`config.mk`:
```
export PLATFORM = sky130hd
export DESIGN_NAME = fp_mul_arbiter
export DESIGN_NICKNAME = d
export VERILOG_FILES = /design/src/rtl/fp_mul_arbiter.sv
export SDC_FILE = /design/constraint.sdc
export NUM_CORES = 1
export LEC_CHECK = 0
export CAP_MARGIN = 30
export CORE_MARGIN = 2
export CORE_UTILIZATION = 43
export CTS_CLUSTER_SIZE = 8
export DETAILED_ROUTE_END_ITERATION = 8
export GPL_TIMING_DRIVEN = 0
export HOLD_SLACK_MARGIN = 0.03
export MAX_ROUTING_LAYER = met4
export PLACE_DENSITY = 0.81
export REMOVE_ABC_BUFFERS = 1
export SETUP_SLACK_MARGIN = 0.2
export SYNTH_ARGS = -nofsm -noshare
export SYNTH_HDL_FRONTEND = slang
export SYNTH_SLANG_ARGS = --single-unit
```
`constraint.sdc`:
```
create_clock -name clk -period 4.2 [get_ports clk]
set_clock_uncertainty 0.2 [all_clocks]
set_input_delay 0.63 -clock clk [delete_from_list [all_inputs] [get_ports clk]]
set_output_delay 0.63 -clock clk [all_outputs]
set_load 0.05 [all_outputs]
```
`src/rtl/fp_mul_arbiter.sv`:
```
// Round-robin arbiter that shares one IEEE-754 single multiplier between two requesters.
// Zero operands are answered directly; a stalled datapath is cut off after TIMEOUT wait cycles.
module fp_mul_arbiter #(
  parameter int unsigned TIMEOUT = 63
) (
  input  logic        clk,
  input  logic        rst,
  input  logic        req0_valid,
  input  logic [31:0] req0_a,
  input  logic [31:0] req0_b,
  output logic        req0_ready,
  input  logic        req1_valid,
  input  logic [31:0] req1_a,
  input  logic [31:0] req1_b,
  output logic        req1_ready,
  output logic        mul_start,
  output logic [31:0] mul_a,
  output logic [31:0] mul_b,
  input  logic        mul_done,
  input  logic [31:0] mul_result,
  output logic        rsp_valid,
  output logic        rsp_id,
  output logic [31:0] rsp_result,
  output logic        rsp_err,
  input  logic        rsp_ready,
  output logic        busy,
  output logic [1:0]  dbg_state
);

  // Handshakes: a transfer happens on a rising edge where valid && ready are both high.
  // reqN_ready is only raised in IDLE; rsp_valid holds with stable fields until rsp_ready.

  typedef enum logic [1:0] {S_IDLE, S_ISSUE, S_WAIT, S_RESP} state_t;

  localparam logic [7:0]  CNT_LAST = 8'(TIMEOUT - 1);
  localparam logic [31:0] QNAN     = 32'h7FC0_0000;

  state_t      state_q, state_d;
  logic [31:0] a_q, a_d, b_q, b_d;
  logic [31:0] result_q, result_d;
  logic        id_q, id_d;
  logic        err_q, err_d;
  logic        last_grant_q, last_grant_d;
  logic [7:0]  cnt_q, cnt_d;

  logic        grant_id;
  logic        any_valid;
  logic [31:0] sel_a, sel_b;
  logic        sel_zero;

  // Both valid: serve the one not served last; otherwise serve whoever asks.
  assign any_valid = req0_valid | req1_valid;
  assign grant_id  = (req0_valid && req1_valid) ? ~last_grant_q : req1_valid;
  assign sel_a     = grant_id ? req1_a : req0_a;
  assign sel_b     = grant_id ? req1_b : req0_b;
  assign sel_zero  = (sel_a[30:0] == 31'd0) || (sel_b[30:0] == 31'd0);

  always_comb begin
    state_d      = state_q;
    a_d          = a_q;
    b_d          = b_q;
    result_d     = result_q;
    id_d         = id_q;
    err_d        = err_q;
    last_grant_d = last_grant_q;
    cnt_d        = cnt_q;
    case (state_q)
      S_IDLE: begin
        if (any_valid) begin
          a_d          = sel_a;
          b_d          = sel_b;
          id_d         = grant_id;
          last_grant_d = grant_id;
          if (sel_zero) begin
            result_d = {sel_a[31] ^ sel_b[31], 31'd0};
            err_d    = 1'b0;
            state_d  = S_RESP;
          end else begin
            state_d = S_ISSUE;
          end
        end
      end
      S_ISSUE: begin
        cnt_d   = 8'd0;
        state_d = S_WAIT;
      end
      S_WAIT: begin
        if (mul_done) begin
          result_d = mul_result;
          err_d    = 1'b0;
          state_d  = S_RESP;
        end else if (cnt_q == CNT_LAST) begin
          result_d = QNAN;
          err_d    = 1'b1;
          state_d  = S_RESP;
        end else begin
          cnt_d = cnt_q + 8'd1;
        end
      end
      S_RESP: begin
        if (rsp_ready) state_d = S_IDLE;
      end
      default: state_d = S_IDLE;
    endcase
  end

  always_ff @(posedge clk or posedge rst) begin
    if (rst) begin
      state_q      <= S_IDLE;
      a_q          <= 32'd0;
      b_q          <= 32'd0;
      result_q     <= 32'd0;
      id_q         <= 1'b0;
      err_q        <= 1'b0;
      last_grant_q <= 1'b1;
      cnt_q        <= 8'd0;
    end else begin
      state_q      <= state_d;
      a_q          <= a_d;
      b_q          <= b_d;
      result_q     <= result_d;
      id_q         <= id_d;
      err_q        <= err_d;
      last_grant_q <= last_grant_d;
      cnt_q        <= cnt_d;
    end
  end

  logic in_flight;
  assign in_flight  = (state_q == S_ISSUE) || (state_q == S_WAIT);

  assign req0_ready = (state_q == S_IDLE) && req0_valid && !grant_id;
  assign req1_ready = (state_q == S_IDLE) && req1_valid && grant_id;
  assign mul_start  = (state_q == S_ISSUE);
  assign mul_a      = in_flight ? a_q : 32'd0;
  assign mul_b      = in_flight ? b_q : 32'd0;
  assign rsp_valid  = (state_q == S_RESP);
  assign rsp_id     = rsp_valid & id_q;
  assign rsp_result = rsp_valid ? result_q : 32'd0;
  assign rsp_err    = rsp_valid & err_q;
  assign busy       = (state_q != S_IDLE);
  assign dbg_state  = state_q;

endmodule

```
Word-level counts from Yosys, hierarchy flattened
Cells that the tools add are included.

Register bits: 109. Input bits: 166. Output and inout bits: 105. Logic and storage cells: 67.

Add/sub/neg operators: 1. Eq/ne operators: 10. Multiplexer cells: 25. Bitwise logic cells: 5. Reductions and logical operators: 18.

Operators with widths (count): 32-bit 2-to-1 mux (9); 32-bit case mux with 2 select lines (1); 31-bit logical NOT (2); 8-bit 2-to-1 mux (2); 8-bit case mux with 2 select lines (1); 2-bit 2-to-1 mux (5); 8-bit by 1-bit adder with 8-bit output, second input constant (1); 8-bit by 6-bit == test with 1-bit output, second input constant (1); 2-bit inequality test, second input constant (4); 2-bit case mux with 4 select lines (1); 3-bit AND reduction (2); 2-bit nonzero test (3); 1-bit logical AND (5); 1-bit 2-to-1 mux (5); 2-bit == test, second input constant (2); 4-bit AND reduction (1); 3-bit inequality test, second input constant (1); 1-bit bitwise AND (2); 2-bit by 1-bit == test with 1-bit output, second input constant (1); 2-bit logical NOT (1); 1-bit logical OR (2); 2-bit by 1-bit inequality test with 1-bit output, second input constant (1); 1-bit case mux with 2 select lines (1); 2-bit AND reduction (1); other kinds (4) (4).

Logic depth before layout (Yosys ltp)
Depth after elaboration: 8. Gate-level depth with buffers: 9. Gate-level depth less buffers: 8.

Worst setup path before layout
Ideal clock, no wire load.

Path kind: reg2out. Start point: register state_q[1], in the netlist dbg_state[1]. End point: output port rsp_result[27]. Arrival time: 2.427 ns. Data required time: 3.370 ns. Path slack: 0.943 ns. Cell stages (with the launch flop): 4. Path buffers: 0. Path through: dfrtp_1 ha_1 clkinv_1 nor2_1.

Longest elaborated chain between the ends: 2.

Ends and longest elaborated chain: start: declaration (RTL line 38) `state_t state_q, state_d;`; start signal: assignment (RTL line 118) `state_q <= state_d;`; 2-bit == test (RTL line 137) `assign rsp_valid = (state_q == S_RESP);`; via rsp_valid (RTL line 21) `output logic rsp_valid,`; 32-bit 2-to-1 mux (RTL line 139) `assign rsp_result = rsp_valid ? result_q : 32'd0;`; end: declaration (RTL line 23) `output logic [31:0] rsp_result,`.

The timed path passes the listed nets, and every way through them passes these cells.

Worst setup path in the final report
Start point: input port mul_done. End point: register result_q[9].

Longest elaborated chain between the ends: 2. Elaborated cells between the ends (all ways): 4. Those cells by class: eq/ne: 1; mux: 2; reduce/logical: 1.

Ends and longest elaborated chain: start: declaration (RTL line 19) `input logic mul_done,`; 3-bit inequality test (no line) / 32-bit 2-to-1 mux (equally long branches); 4-bit AND reduction (no line) / 32-bit case mux with 2 select lines (equally long branches); end signal: assignment (RTL line 121) `result_q <= result_d;`; end: declaration (RTL line 40) `logic [31:0] result_q, result_d;`.

Parallel ways exist; a longest one is shown, timed or not. A chain may end at the register's enable or synchronous reset.

==> flow_summary.toml <==
[sta]
relSlewSlack_pct = 44.3
rsz0062_at_grt = "no"
fmaxAchievable_mhz = 269
setup_viol = 0
setup_slack_ps = 489
finalCriticalPeriod_ps = 3710
worst_pin_slew_ps = 834
finalMaxSlewViolations = 0
finalCritPeriodShare_pct = 88.4
holdWs_ps = 270
hold_violations = 0

[drt]
drc = 0
wl_per_cell_um = 17.3
wl_mm = 18.5
firstDrtPassIters = 4
vias_per_cell = 5.13
drtIter0Drc = 238
vias = 5488
ant_nets = 0

[die]
core_region_area_um2 = 13900
io_pins = 271
die_y_um = 123
chipWidth_um = 123
die-area_um2 = 15200
row_count = 43
start_util_pct = 44.0

[cts]
clock-sinks = 109
clk_pin_slew_ps = 70
clk_path_buf_depth = 2
clock_latency_ps = 350
hold_buffers = 0
htree_levels = 3
cts_root_buf = "clkbuf_16"
tritoncts = "done"
cts_buffers = 9

[placed_design]
place_ws_ps = 151
dp_cells = 1052
place.gp.congestion = 0.883
io_buffers = 270
dp_hpwl_mm = 14.2

[setup_path]
rr_worst_depth = 6
slowest_stage = "clkdlybuf4s50_1"
crit_fanout = 33
crit_type = "primary input to flop"
slowest_delay_ps = 980
critPathCaptureType = "flop"
cp.required_ps = 4230
worstPathArrival_ps = 3740
cp-start-kind = "primary input"
crit_chain = "clkdlybuf4s50_1 > inv_1 > o41ai_1 > o32a_1 > nand4_4 > mux2_4"

[grt]
antenna_found_initial = 0
grt-ovfl-total = 0
grt_pass1_vias = 5510
grt_max_degree = 57
grt_pass1_wl_mm = 29.0
grt_usage_pct = 25.5

[cells_and_area]
diodes = 0
fin_util_pct = 67.7
syn_to_final_growth_pct = 53.9
fillers = 1098
final_layout_size_suffix_gt1_share_pct = 6.63
final_nets = 1057
fin_cells = 1070

[synth]
yosysMostFrequentCell = "dfrtp_1"
synth_top_area_share_pct = 44.3
synth.cell_area_um2 = 6100
synth_top_area_cell = "dfrtp_1"
synth_edf_count = 0
synthCells = 633
synthArstFlopShare_pct = 100
synth_area_leaders = "dfrtp_1, mux2i_1, and2_1"
synth-seq-cells = 109
seq_area_frac_synth_pct = 44.7
synth.distinct_cells = 36
ys_warn_count = 0
synthTopCellsByCount = "dfrtp_1, and2_1, nand2_1, o21ai_0, mux2i_1"
synth_area_per_cell_um2 = 9.64
synth-main-ff-cell = "dfrtp_1"

[power_and_ir_drop]
peakVddDrop_mv = 0.434
p_int_uw = 3690
pwr-share-comb_pct = 65.3
pwr-share-seq_pct = 23.6
power_density_nw_per_um2 = 774
switchingPower_uw = 3580
clkPwrFrac_pct = 11.1
p_sw_share_pct = 49.2
p_leak_uw = 0.00417

[worst_hold_path]
worst_hold_path_type = "flop to flop"
hold_path_depth = 2

[outcome]
status = "complete, no violations"

[run]
maxCapViolations = 0
## repair_timing
| action | 4_1_cts | 5_1_grt |
|---|---|---|
| setup buffers | 0 | 2 |
| setup endpoints to repair | 0 | 10 |
| gates resized for setup | 0 | 1 |
## final cells by class
cell class              count  area, µm²  area share (%)
clock buffers              11        243            2.58
repair buffers            281       2940            31.3
flip-flops and latches    109       2730            29.1
well taps                 180        225            2.40
multi-input cells         464       3150            33.5
clock inverters             5       35.0           0.373
inverters                  20       77.6           0.826
## cells by family after synthesis
family          share of synthesized area, %
simple gates                            22.8
flops                                   44.7
mux                                     17.9
compound gates                          8.53
buf+inv                                 4.16
fa+ha+maj                               1.23
xor+xnor                               0.718
## power groups by stage
| stage | clock [µW] | sequential (µW) | combinational [µW] |
|---|---|---|---|
| after global routing | 876 | 1770 | 5050 |
| after CTS | 833 | 1720 | 4780 |
| after floorplan | 0 | 1710 | 3170 |
| after global placement | 0 | 1720 | 4680 |
| after detailed placement | 0 | 1740 | 4770 |
| final | 808 | 1720 | 4750 |
## through the flow
step / total power [µW] / TNS [ps] / area, µm²
floorplan: 4870 / -328150 / 5920
global placement: 6400 / -778080 / 8850
detailed placement: 6500 / 0 / 9100
CTS: 7330 / 0 / 9370
global route: 7700 / 0 / 9390
finish: 7270 / 0 / 9390
## layout by cell type, fill, tap and decap left out, types with 2 or more instances in the layout
cell type | Yosys | layout
clkinv_2 | 0 | 2
a21o_1 | 3 | 3
ha_1 | 6 | 4
and3_1 | 23 | 23
and2_1 | 89 | 89
nor4_1 | 29 | 29
buf_4 | 0 | 2
clkdlybuf4s50_1 | 0 | 270
mux2i_1 | 73 | 73
nand4_1 | 8 | 8
nor3_1 | 4 | 4
nor2_1 | 15 | 15
dfrtp_1 | 108 | 108
buf_12 | 0 | 4
clkbuf_16 | 0 | 9
nand3_1 | 7 | 7
xnor2_1 | 2 | 2
xor2_1 | 3 | 3
o21ai_0 | 82 | 81
buf_16 | 0 | 5
inv_1 | 19 | 18
mux2_2 | 4 | 4
mux2_4 | 21 | 21
nand2_1 | 82 | 82
ha_2 | 0 | 2
## state kept, by name, indices dropped and copies added (netlist names)
| name | flops |
|---|---|
| dbg_state | 2 |
| result_q | 32 |
| err_q | 1 |
| id_q | 1 |
| cnt_q | 8 |
| a_q | 32 |
| last_grant_q | 1 |
| b_q | 32 |
## critical path, delay by kind of cell
family,cells,cell delay (ps)
AOI/OAI and AO/OA,2,540
buffers and inverters,2,1350
muxes,1,560
and+or+nand+nor,1,640
## final timing paths
path,from,to,slack [ps]
min in group asynchronous,rst,result_q[13]$_DFFE_PP0P_,540
worst min register to register,a_q[29]$_DFFE_PP0P_,a_q[29]$_DFFE_PP0P_,270
worst max register to register,dbg_state[0]$_DFFE_PP0P_,result_q[9]$_DFFE_PP0P_,1130
worst max-delay path,mul_done,result_q[9]$_DFFE_PP0P_,490
worst min-delay path,a_q[29]$_DFFE_PP0P_,a_q[29]$_DFFE_PP0P_,270
max in group asynchronous,rst,last_grant_q$_DFFE_PP1P_,2490
## routing by layer
| metal | wire, µm | track usage (%) |
|---|---|---|
| met5 | 0 | - |
| met1 | 7810 | 31.9 |
| met3 | 973 | 4.06 |
| met4 | 709 | 11.6 |
| met2 | 8990 | 40.9 |
No activity file was read; power rests on OpenSTA's default activity.
